`src/rtl/multicycle_ctrl.sv`:
```
// multicycle_ctrl: Moore FSM sequencing a shared-ALU, shared-memory RV32I datapath.
module multicycle_ctrl #(
  parameter logic [3:0] RESET_STATE = 4'd0
) (
  input  logic       clk,
  input  logic       rst,
  input  logic [6:0] op,
  input  logic [2:0] funct3,
  input  logic       funct7_5,
  input  logic       zero,
  input  logic       mem_ready,
  output logic       pc_we,
  output logic       adr_src,
  output logic       ir_we,
  output logic       mem_re,
  output logic       mem_we,
  output logic       reg_we,
  output logic [1:0] res_src,
  output logic [1:0] alu_src_a,
  output logic [1:0] alu_src_b,
  output logic [3:0] alu_ctrl,
  output logic [2:0] imm_src,
  output logic       illegal,
  output logic [3:0] state
);
  localparam logic [3:0] FETCH = 4'd0, DECODE = 4'd1, MEMADR = 4'd2, MEMREAD = 4'd3,
    MEMWB = 4'd4, MEMWRITE = 4'd5, EXEC_R = 4'd6, EXEC_I = 4'd7, ALUWB = 4'd8,
    BRANCH = 4'd9, JAL = 4'd10, JALR_ADR = 4'd11, JALR = 4'd12, LUI = 4'd13,
    AUIPC = 4'd14, ILLEGAL = 4'd15;
  localparam logic [3:0] ADD = 4'd0, SUB = 4'd1, AND_ = 4'd2, OR_ = 4'd3, XOR_ = 4'd4,
    SLT = 4'd5, SLTU = 4'd6, SLL = 4'd7, SRL = 4'd8, SRA = 4'd9;
  localparam logic [2:0] IMM_I = 3'd0, IMM_S = 3'd1, IMM_B = 3'd2, IMM_U = 3'd4;
  logic [3:0] cur, nxt, rtype_alu;
  logic taken, br_bad, r_bad, i_bad;
  assign state = cur;
  assign taken = zero ^ funct3[0] ^ funct3[2];
  assign br_bad = funct3[2:1] == 2'b01;
  assign r_bad = funct7_5 && funct3 != 3'b000 && funct3 != 3'b101;
  assign i_bad = funct7_5 && funct3 == 3'b001;
  // op[5] separates R-type from I-type, so SUB is only possible for R-type
  always_comb
    case (funct3)
      3'b000: rtype_alu = (funct7_5 && op[5]) ? SUB : ADD;
      3'b001: rtype_alu = SLL;
      3'b010: rtype_alu = SLT;
      3'b011: rtype_alu = SLTU;
      3'b100: rtype_alu = XOR_;
      3'b101: rtype_alu = funct7_5 ? SRA : SRL;
      3'b110: rtype_alu = OR_;
      default: rtype_alu = AND_;
    endcase
  always_ff @(posedge clk or posedge rst)
    if (rst) cur <= RESET_STATE;
    else cur <= nxt;
  always_comb begin
    nxt = cur;
    case (cur)
      FETCH: nxt = mem_ready ? DECODE : FETCH;
      DECODE:
        case (op)
          7'b0000011, 7'b0100011: nxt = MEMADR;
          7'b0110011: nxt = EXEC_R;
          7'b0010011: nxt = EXEC_I;
          7'b1100011: nxt = BRANCH;
          7'b1101111: nxt = JAL;
          7'b1100111: nxt = JALR_ADR;
          7'b0110111: nxt = LUI;
          7'b0010111: nxt = AUIPC;
          default: nxt = ILLEGAL;
        endcase
      MEMADR: nxt = op[5] ? MEMWRITE : MEMREAD;
      MEMREAD: nxt = mem_ready ? MEMWB : MEMREAD;
      MEMWB: nxt = FETCH;
      MEMWRITE: nxt = mem_ready ? FETCH : MEMWRITE;
      EXEC_R: nxt = r_bad ? ILLEGAL : ALUWB;
      EXEC_I: nxt = i_bad ? ILLEGAL : ALUWB;
      ALUWB: nxt = FETCH;
      BRANCH: nxt = br_bad ? ILLEGAL : FETCH;
      JAL, JALR, LUI, AUIPC: nxt = ALUWB;
      JALR_ADR: nxt = JALR;
      default: nxt = ILLEGAL;
    endcase
  end
  always_comb begin
    pc_we = 1'b0;
    adr_src = 1'b0;
    ir_we = 1'b0;
    mem_re = 1'b0;
    mem_we = 1'b0;
    reg_we = 1'b0;
    res_src = 2'b00;
    alu_src_a = 2'b00;
    alu_src_b = 2'b00;
    alu_ctrl = ADD;
    imm_src = IMM_I;
    illegal = 1'b0;
    if (!rst)
      case (cur)
        FETCH: begin
          mem_re = 1'b1;
          alu_src_b = 2'b10;
          res_src = 2'b10;
          ir_we = mem_ready;
          pc_we = mem_ready;
        end
        DECODE: begin
          alu_src_a = 2'b01;
          alu_src_b = 2'b01;
          imm_src = IMM_B;
        end
        MEMADR: begin
          alu_src_a = 2'b10;
          alu_src_b = 2'b01;
          imm_src = op[5] ? IMM_S : IMM_I;
        end
        MEMREAD: begin
          adr_src = 1'b1;
          mem_re = 1'b1;
        end
        MEMWB: begin
          res_src = 2'b01;
          reg_we = 1'b1;
        end
        MEMWRITE: begin
          adr_src = 1'b1;
          mem_we = 1'b1;
        end
        EXEC_R: begin
          alu_src_a = 2'b10;
          alu_ctrl = rtype_alu;
        end
        EXEC_I: begin
          alu_src_a = 2'b10;
          alu_src_b = 2'b01;
          alu_ctrl = rtype_alu;
        end
        ALUWB: reg_we = 1'b1;
        BRANCH: begin
          alu_src_a = 2'b10;
          if (!br_bad) begin
            alu_ctrl = funct3[2] ? (funct3[1] ? SLTU : SLT) : SUB;
            pc_we = taken;
          end
        end
        JAL, JALR: begin
          alu_src_a = 2'b01;
          alu_src_b = 2'b10;
          pc_we = 1'b1;
        end
        JALR_ADR: begin
          alu_src_a = 2'b10;
          alu_src_b = 2'b01;
        end
        LUI: begin
          alu_src_a = 2'b11;
          alu_src_b = 2'b01;
          imm_src = IMM_U;
        end
        AUIPC: begin
          alu_src_a = 2'b01;
          alu_src_b = 2'b01;
          imm_src = IMM_U;
        end
        default: illegal = 1'b1;
      endcase
  end
endmodule

```
`config.mk`:
```
export PLATFORM = sky130hd
export DESIGN_NAME = multicycle_ctrl
export DESIGN_NICKNAME = d
export VERILOG_FILES = /design/src/rtl/multicycle_ctrl.sv
export SDC_FILE = /design/constraint.sdc
export NUM_CORES = 1
export LEC_CHECK = 0
export BUFFER_PORTS_ARGS = -buffer_cell sky130_fd_sc_hd__clkbuf_2
export CORE_UTILIZATION = 45
export DETAILED_ROUTE_END_ITERATION = 8
export PLACE_DENSITY = 0.79
export SYNTH_ARGS = -nofsm -noshare
export SYNTH_HDL_FRONTEND = slang
export SYNTH_SLANG_ARGS = --single-unit
```
`constraint.sdc`:
```
create_clock -name clk -period 1.8 [get_ports clk]
set_clock_uncertainty 0.05 [all_clocks]
set_input_delay 0.36 -clock clk [delete_from_list [all_inputs] [get_ports clk]]
set_output_delay 0.36 -clock clk [all_outputs]
set_load 0.02 [all_outputs]
```
# Word level (Yosys, flattened, before mapping)
# Cells that the tools add are included.
op_classes:
  eq_ne: 31
  muxes: 41
  bitwise_logic: 2
  n_reduce_logical: 20
op_table:
  columns: ["op", "n"]
  rows:
  - ["one-hot mux 4 bit (11 select lines)", 1]
  - ["one-hot mux 4 bit (8 select lines)", 1]
  - ["equality test 4 bit, second input constant", 7]
  - ["one-hot mux 4 bit (7 select lines)", 1]
  - ["two-way mux 3 bit", 8]
  - ["equality test 7 x 6 -> 1 bit, second input constant", 3]
  - ["equality test 7 bit, second input constant", 3]
  - ["two-way mux 1 bit", 18]
  - ["equality test 4 x 3 -> 1 bit, second input constant", 4]
  - ["OR reduction 15 bit", 1]
  - ["equality test 7 x 5 -> 1 bit, second input constant", 2]
  - ["OR reduction 2 bit", 7]
  - ["equality test 3 bit, second input constant", 3]
  - ["one-hot mux 3 bit (3 select lines)", 1]
  - ["equality test 4 x 2 -> 1 bit, second input constant", 2]
  - ["two-way mux 2 bit", 4]
  - ["two-way mux 4 bit", 2]
  - ["one-hot mux 2 bit (2 select lines)", 2]
  - ["one-hot mux 4 bit (2 select lines)", 1]
  - ["OR reduction 4 bit", 2]
  - ["equality test 7 x 2 -> 1 bit, second input constant", 1]
  - ["equality test 3 x 2 -> 1 bit, second input constant", 2]
  - ["one-hot mux 2 bit (3 select lines)", 1]
  - ["OR reduction 6 bit", 1]
  - ["other kinds (12)", 16]
totals:
  reg_bits: 4
  inputBits: 15
  elab_cells: 95

# Logic depth before layout (Yosys ltp)
# Gate-level depths: netlist of run 1.
depth:
  depth_word: 5
  depth_mapped: 6

# Worst setup path after synthesis of run 1
# No wires, ideal clock.
synth_path:
  path_kind: "reg-to-output"
  from: "register cur[3], in the netlist state[3]"
  to: "output alu_ctrl[3]"
  arrival_time_ps: 1727
  path_slack_ps: -337
  path_stages_with_launch: 5
  path_cell_list: "dfrtp_1 > buf_6 > nand2b_4 > or3_4 > nor4_1"
synth_via:
  elab_chain_cells: 4
synth_lines:
  columns: ["item", "line", "rtl"]
  rows:
  - ["start: declaration", "33", "logic [3:0] cur, nxt, rtype_alu;"]
  - ["start signal: assignment", "54", "else cur <= nxt;"]
  - ["equality test 4 x 3 -> 1 bit", "98", "case (cur)"]
  - ["OR reduction 2 bit (no line)", null, null]
  - ["one-hot mux 4 bit (2 select lines) *", "98", null]
  - ["two-way mux 4 bit *", "97", "if (!rst)"]
  - ["end: declaration", "21", "output logic [3:0] alu_ctrl,"]
# Mark *: on every way between the ends. The rest lies on a longest branch, timed or not.

# Worst setup path in the final report of run 1
layout_path:
  from: "register cur[3], in the netlist state[3]"
  to: "output alu_ctrl[2]"
# The elaborated chain is that of the path after synthesis.

==> results.sh, run 1 <==
export IMPL_area_delta_synth_final_pct=82.7
export IMPL_gr_usage_met3=0.0333
export IMPL_min_period_ps=2050
export IMPL_final_common_cell="buf_4"
export IMPL_start_util=0.498
export IMPL_synth_edf_count=0
export IMPL_grt_overflow_total=0
export IMPL_violations="DRC, setup timing"
export IMPL_required_ps=1390
export IMPL_hold_buffers=0
export IMPL_critPathBufInv=1
export IMPL_largest_reg_flops=4
export IMPL_drive_gt1_frac=0.564
export IMPL_critPathLaunchType="register"
export IMPL_grtUsageTotal=0.353
export IMPL_use_met2=0.603
export IMPL_yosys_warnings=0
export IMPL_hp_class="input port to asynchronous set/reset pin"
export IMPL_ys_types=44
export IMPL_arrival_ps=1640
export IMPL_critPathCaptureType="output port"
export IMPL_route_detailed_drc=6
export IMPL_powerDensity_nw_per_um2=1490
export IMPL_final_util=0.909
export IMPL_ant_nets=0
export IMPL_dp_hpwl_mm=1.92
export IMPL_setup_viol=18
export IMPL_path_cells="nand2b_4, or3_4, o21ai_2, a22o_1, clkbuf_8"
export IMPL_grt_max_degree=13
export IMPL_avgViaCountPerCell=6.56
export IMPL_ys_flop_type="dfrtp_1"
export IMPL_peakVddDrop_mv=1.11
export IMPL_pin_count=39
export IMPL_htreeDepth=1
export IMPL_stdcell_count=188
export IMPL_crit_fanout=5
export IMPL_cts_root_buf="clkbuf_4"
export IMPL_dp_cells=175
export IMPL_slew_violations=0
export IMPL_met1_usage=0.459
export IMPL_grt_busiest_layer="met2"
export IMPL_std_cell_rows=14
export IMPL_dieArea_um2=1890
export IMPL_antenna_found_initial=0
export IMPL_fin_nets=189
export IMPL_ff2ff_setup_slack_ps=230
export IMPL_drt_pass1_iter_count=7
export IMPL_finalHoldViolCount=0
export IMPL_wl_per_cell_um=19.8
export IMPL_path_clk_slew_ps=40
export IMPL_grt_pass1_wl_mm=5.00
export IMPL_netlist_instances=115
export IMPL_worstMarginPinSlew_ps=317
export IMPL_grt_pass1_vias=1070
export IMPL_fmax_ghz=0.487
export IMPL_status="finished, violations left"
export IMPL_core_area_um2=1560
export IMPL_cts_buffers=3
export IMPL_clockBufferDepth=2
export IMPL_cts_tree="yes"
export IMPL_die_h_um=43.5
export IMPL_clk_latency_ps=240
export IMPL_worst_slew_margin_rel=0.787
export IMPL_slowest_stage="dfrtp_2"
export IMPL_async_reset_ff_frac=1.00
export IMPL_crit_family="simple AND/OR/NAND/NOR gates"
export IMPL_syn_nets=130
export IMPL_rsz0062_at_grt="yes"
export IMPL_routed_wl_mm=3.73
export IMPL_syn_area_um2=776
export IMPL_leakage_nw=0.654
export IMPL_critical_path_max_stage_delay_ps=430
export IMPL_synth_seq_cells=4
export IMPL_syn_area_per_cell_um2=6.75
export IMPL_diodes=0
export IMPL_gp_congestion=0.927
export IMPL_maxCapViolCount=0
export IMPL_die_w_um=43.5
export IMPL_critPathKind="register to output port"
export IMPL_period_share=1.14
export IMPL_io_buffer_count=38
export IMPL_drt_initial_drc_count=83
export IMPL_num_vias=1234
export IMPL_layout_common_cells="30 x buf_4, 18 x clkbuf_2, 10 x nor2_1"
export IMPL_ys_seq_area_frac=0.129
export IMPL_clock_sinks=4
export IMPL_fin_ws_ps=-252
## final timing paths
check                         start          end  cells past startpoint
setup reg to reg           state[2]     state[0]                      7
setup / recovery           state[3]  alu_ctrl[2]                      5
hold reg to reg            state[3]     state[0]                      2
max in group asynchronous       rst     state[0]                      3
hold / removal                  rst     state[2]                      3
min in group clk              op[3]     state[1]                      3
## cells in the mapped netlist (3+ instances only)
cell type / number / area [um2]
xor2_1: 3 / 26.3
dfrtp_1: 4 / 100
a21oi_1: 8 / 40.0
clkbuf_1: 5 / 18.8
inv_1: 7 / 26.3
o21ai_0: 6 / 30.0
nand2_1: 6 / 22.5
nor2b_1: 7 / 43.8
nor3_1: 8 / 40.0
nor2_1: 14 / 52.6
nor3b_1: 4 / 30.0
## timing repair
action	in CTS	in global routing
pin swaps	4	2
setup buffers	7	3
gates resized for setup	36	37
endpoints found under the setup margin	20	20
gates cloned	0	0
## cell type report
cell class	count	area [um2]
multi-input combinational	96	751
timing repair buffer	62	493
fill	61	141
sequential	4	105
inverter	7	26.3
clock buffer	3	22.5
tap	16	20.0
## power by group
part           total, W  internal [W]  leakage, nW  switching (W)
Combinational   0.00176      0.000868        0.595       0.000893
Sequential     0.000231      0.000139       0.0457      0.0000920
Clock          0.000114     0.0000747       0.0138      0.0000391
Total           0.00211       0.00108        0.654        0.00102
## tightest hold or removal path, stage by stage
cell,delay [ps]
clkbuf_2,140
inv_1,140
buf_4,160
## layer usage
layer,vias up,routed length (um),part of all wire
li1,537,-,-
met1,564,1410,0.38
met2,104,1790,0.48
met3,29,363,0.097
met4,0,157,0.042
met5,-,0,0
## metrics by stage
stage	hold WS [ps]	total power (W)	setup WS [ps]	setup TNS (ps)	instance area (um2)
2_1_floorplan	84.5	0.000994	-78.8	-278	820
3_3_place_gp	333	0.00138	31.3	0	1100
3_5_place_dp	343	0.00141	16.7	0	1100
4_1_cts	158	0.00180	-210	-1460	1300
5_1_grt	185	0.00218	-287	-3050	1420
6_report	194	0.00211	-252	-2330	1420
## logic make-up (layout without fill, tap and decap cells)
group / after synthesis / after routing / synth area share
flops: 4 / 4 / 0.129
xor+xnor: 4 / 4 / 0.0452
simple gates: 58 / 58 / 0.431
buf+inv: 15 / 72 / 0.0935
mux: 2 / 2 / 0.0258
compound gates: 32 / 32 / 0.276
No activity file was read; power rests on OpenSTA's default activity.
==> run 2: changes to the inputs <==
CELL_PAD_IN_SITES_DETAIL_PLACEMENT = 1   (was not set)
CELL_PAD_IN_SITES_GLOBAL_PLACEMENT = 1   (was not set)
CORE_ASPECT_RATIO = 1.4   (was not set)
CORE_UTILIZATION = 32   (was 45)
PLACE_DENSITY = not set   (was 0.79)
PLACE_DENSITY_LB_ADDON = 0.1   (was not set)
clock period = 2.5 ns   (was 1.8 ns; I/O delays follow)
==> run 2 against run 1 <==
  * Largest power group unchanged
  * Combinational power shrank 60%
  * Global-route usage shrank 14 points
  * The flow finishes with violations (DRC)
  * Power shrank 54%
  * Via count shrank 18%
  * Cell count shrank 8.0%
  * Sequential share of layout area grew 2.8 points
  * Sequential power shrank 24%
  * Clock power shrank 28%
  * Cell area shrank 30%
  * First-iteration DRC count shrank 83%
  * Non-clock buffer count shrank 21
  * Flip-flop and latch count is the same
==> results.sh, run 2 (same netlist as run 1, synthesis figures left out) <==
export IMPL_routed_wl_mm=2.52
export IMPL_postPlaceCellArea_um2=970
export IMPL_p_total_w=0.000967
export IMPL_critPathKind="register to output port"
export IMPL_period_share=0.933
export IMPL_grt_max_degree=18
export IMPL_slew_violations=0
export IMPL_critPathLaunchType="register"
export IMPL_holdWs_ps=274
export IMPL_clockBufferDepth=2
export IMPL_ant_nets=0
export IMPL_ff2ff_setup_slack_ps=860
export IMPL_grtUsageTotal=0.217
export IMPL_r2r_start="state[0]"
export IMPL_start_util=0.348
export IMPL_peakVddDrop_mv=0.415
export IMPL_worst_slew_margin_rel=0.670
export IMPL_gp_congestion=0.775
export IMPL_path_clk_slew_ps=40
export IMPL_timing_rr_end="state[0]"
export IMPL_arrival_ps=1780
export IMPL_wl_per_cell_um=14.6
export IMPL_crit_fanout=14
export IMPL_filler_cell_count=320
export IMPL_ff_latch_area_um2=101
export IMPL_hp_class="input port to asynchronous set/reset pin"
export IMPL_reg2reg_depth=4
export IMPL_leakage_nw=0.482
export IMPL_fin_nets=168
export IMPL_grt_pass1_vias=972
export IMPL_required_ps=1950
export IMPL_largest_reg_flops=4
export IMPL_clk_latency_ps=240
export IMPL_std_cell_rows=20
export IMPL_io_buffer_count=38
export IMPL_cts_buffers=3
export IMPL_rsz0062_at_grt="no"
export IMPL_post_cts_resized=0
export IMPL_multi_input_area_um2=603
export IMPL_core_area_um2=2230
export IMPL_maxCapViolCount=0
export IMPL_die_w_um=43.6
export IMPL_antenna_found_initial=0
export IMPL_area_delta_synth_final_pct=28.1
export IMPL_hold_buffers=0
export IMPL_cts_tree="yes"
export IMPL_clock_sinks=4
export IMPL_dieArea_um2=2630
export IMPL_route_detailed_drc=2
export IMPL_num_vias=1012
export IMPL_cts_setup_buffers=0
export IMPL_cts_root_buf="clkbuf_4"
export IMPL_grt_pass1_wl_mm=4.24
export IMPL_diodes=0
export IMPL_final_common_cell="clkbuf_2"
export IMPL_dp_hpwl_mm=2.10
export IMPL_violations="DRC"
export IMPL_avgViaCountPerCell=5.85
export IMPL_setup_viol=0
export IMPL_powerDensity_nw_per_um2=974
export IMPL_htreeDepth=1
export IMPL_design_area_um2=993
export IMPL_worstMarginPinSlew_ps=495
export IMPL_drive_gt1_frac=0.325
export IMPL_finalHoldViolCount=0
export IMPL_drt_pass1_iter_count=6
export IMPL_status="finished, violations left"
export IMPL_layout_common_cells="38 x clkbuf_2, 14 x nor2_1, 8 x a21oi_1, 8 x nor3_1"
export IMPL_drt_initial_drc_count=14
export IMPL_critPathCaptureType="output port"
export IMPL_die_h_um=60.3
export IMPL_fmax_ghz=0.429
export IMPL_min_period_ps=2330
export IMPL_setup_tns_ps=0
export IMPL_pin_count=39
export IMPL_grt_overflow_total=0
## run 2: changes by cell type in the layout (fill, tap and decap cells not counted), moves of 3 or more
cell      delta
buf_4       -27
clkbuf_2    +20
buf_6        -7
nor2_1       +4
clkbuf_8     -3
dfrtp_1      +3
dfrtp_2      -3
nor2_4       -3
nor3b_1      +3
nor3b_2      -3
## run 2: cell type report
class,count,share of cell area
Multi-Input combinational cell,96,0.607
Timing Repair Buffer,41,0.214
Sequential cell,4,0.102
Tap cell,22,0.0277
Inverter,7,0.0264
Clock buffer,3,0.0227
## run 2: critical path: stages, from the launching register on
cell and delay (ps):
dfrtp_2 490, inv_1 160, or3_4 440, nor2_1 150, a32o_1 140, clkbuf_2 160
## run 2: how the worst max path moves through the flow
stage                        start           end  slack, ps  cells past startpoint
after CTS                 state[1]   alu_ctrl[1]         10                      5
after global placement         rst   alu_ctrl[2]        370                      5
after detailed placement  state[1]   alu_ctrl[2]        270                      5
final                     state[1]   alu_ctrl[1]        170                      5
after global routing      state[0]  alu_src_a[0]         60                      4
after floorplan           state[3]   alu_ctrl[3]        220                      4
## run 2: report_power, final
group / internal, W / switching, W / total (W)
registers: 0.0000951 / 0.0000801 / 0.000175
logic: 0.000287 / 0.000423 / 0.000710
clock network: 0.0000538 / 0.0000285 / 0.0000823
total: 0.000436 / 0.000532 / 0.000967
## run 2: through the flow
stage | setup slack [ps] | instances | utilization
final | 167 | 173 | 0.446
after global routing | 62.1 | 173 | 0.446
after global placement | 372 | 170 | 0.435
after CTS | 11.4 | 173 | 0.446
after floorplan | 223 | 115 | -
after detailed placement | 273 | 170 | 0.435
## run 2: routing by layer
layer,vias to the layer above,routed length (um),GRT usage,part of all wire
met5,-,0,0,0
met4,0,89,0.138,0.035
met3,10,107,0.0302,0.042
met2,29,1380,0.409,0.55
met1,481,947,0.216,0.38
li1,492,-,-,-
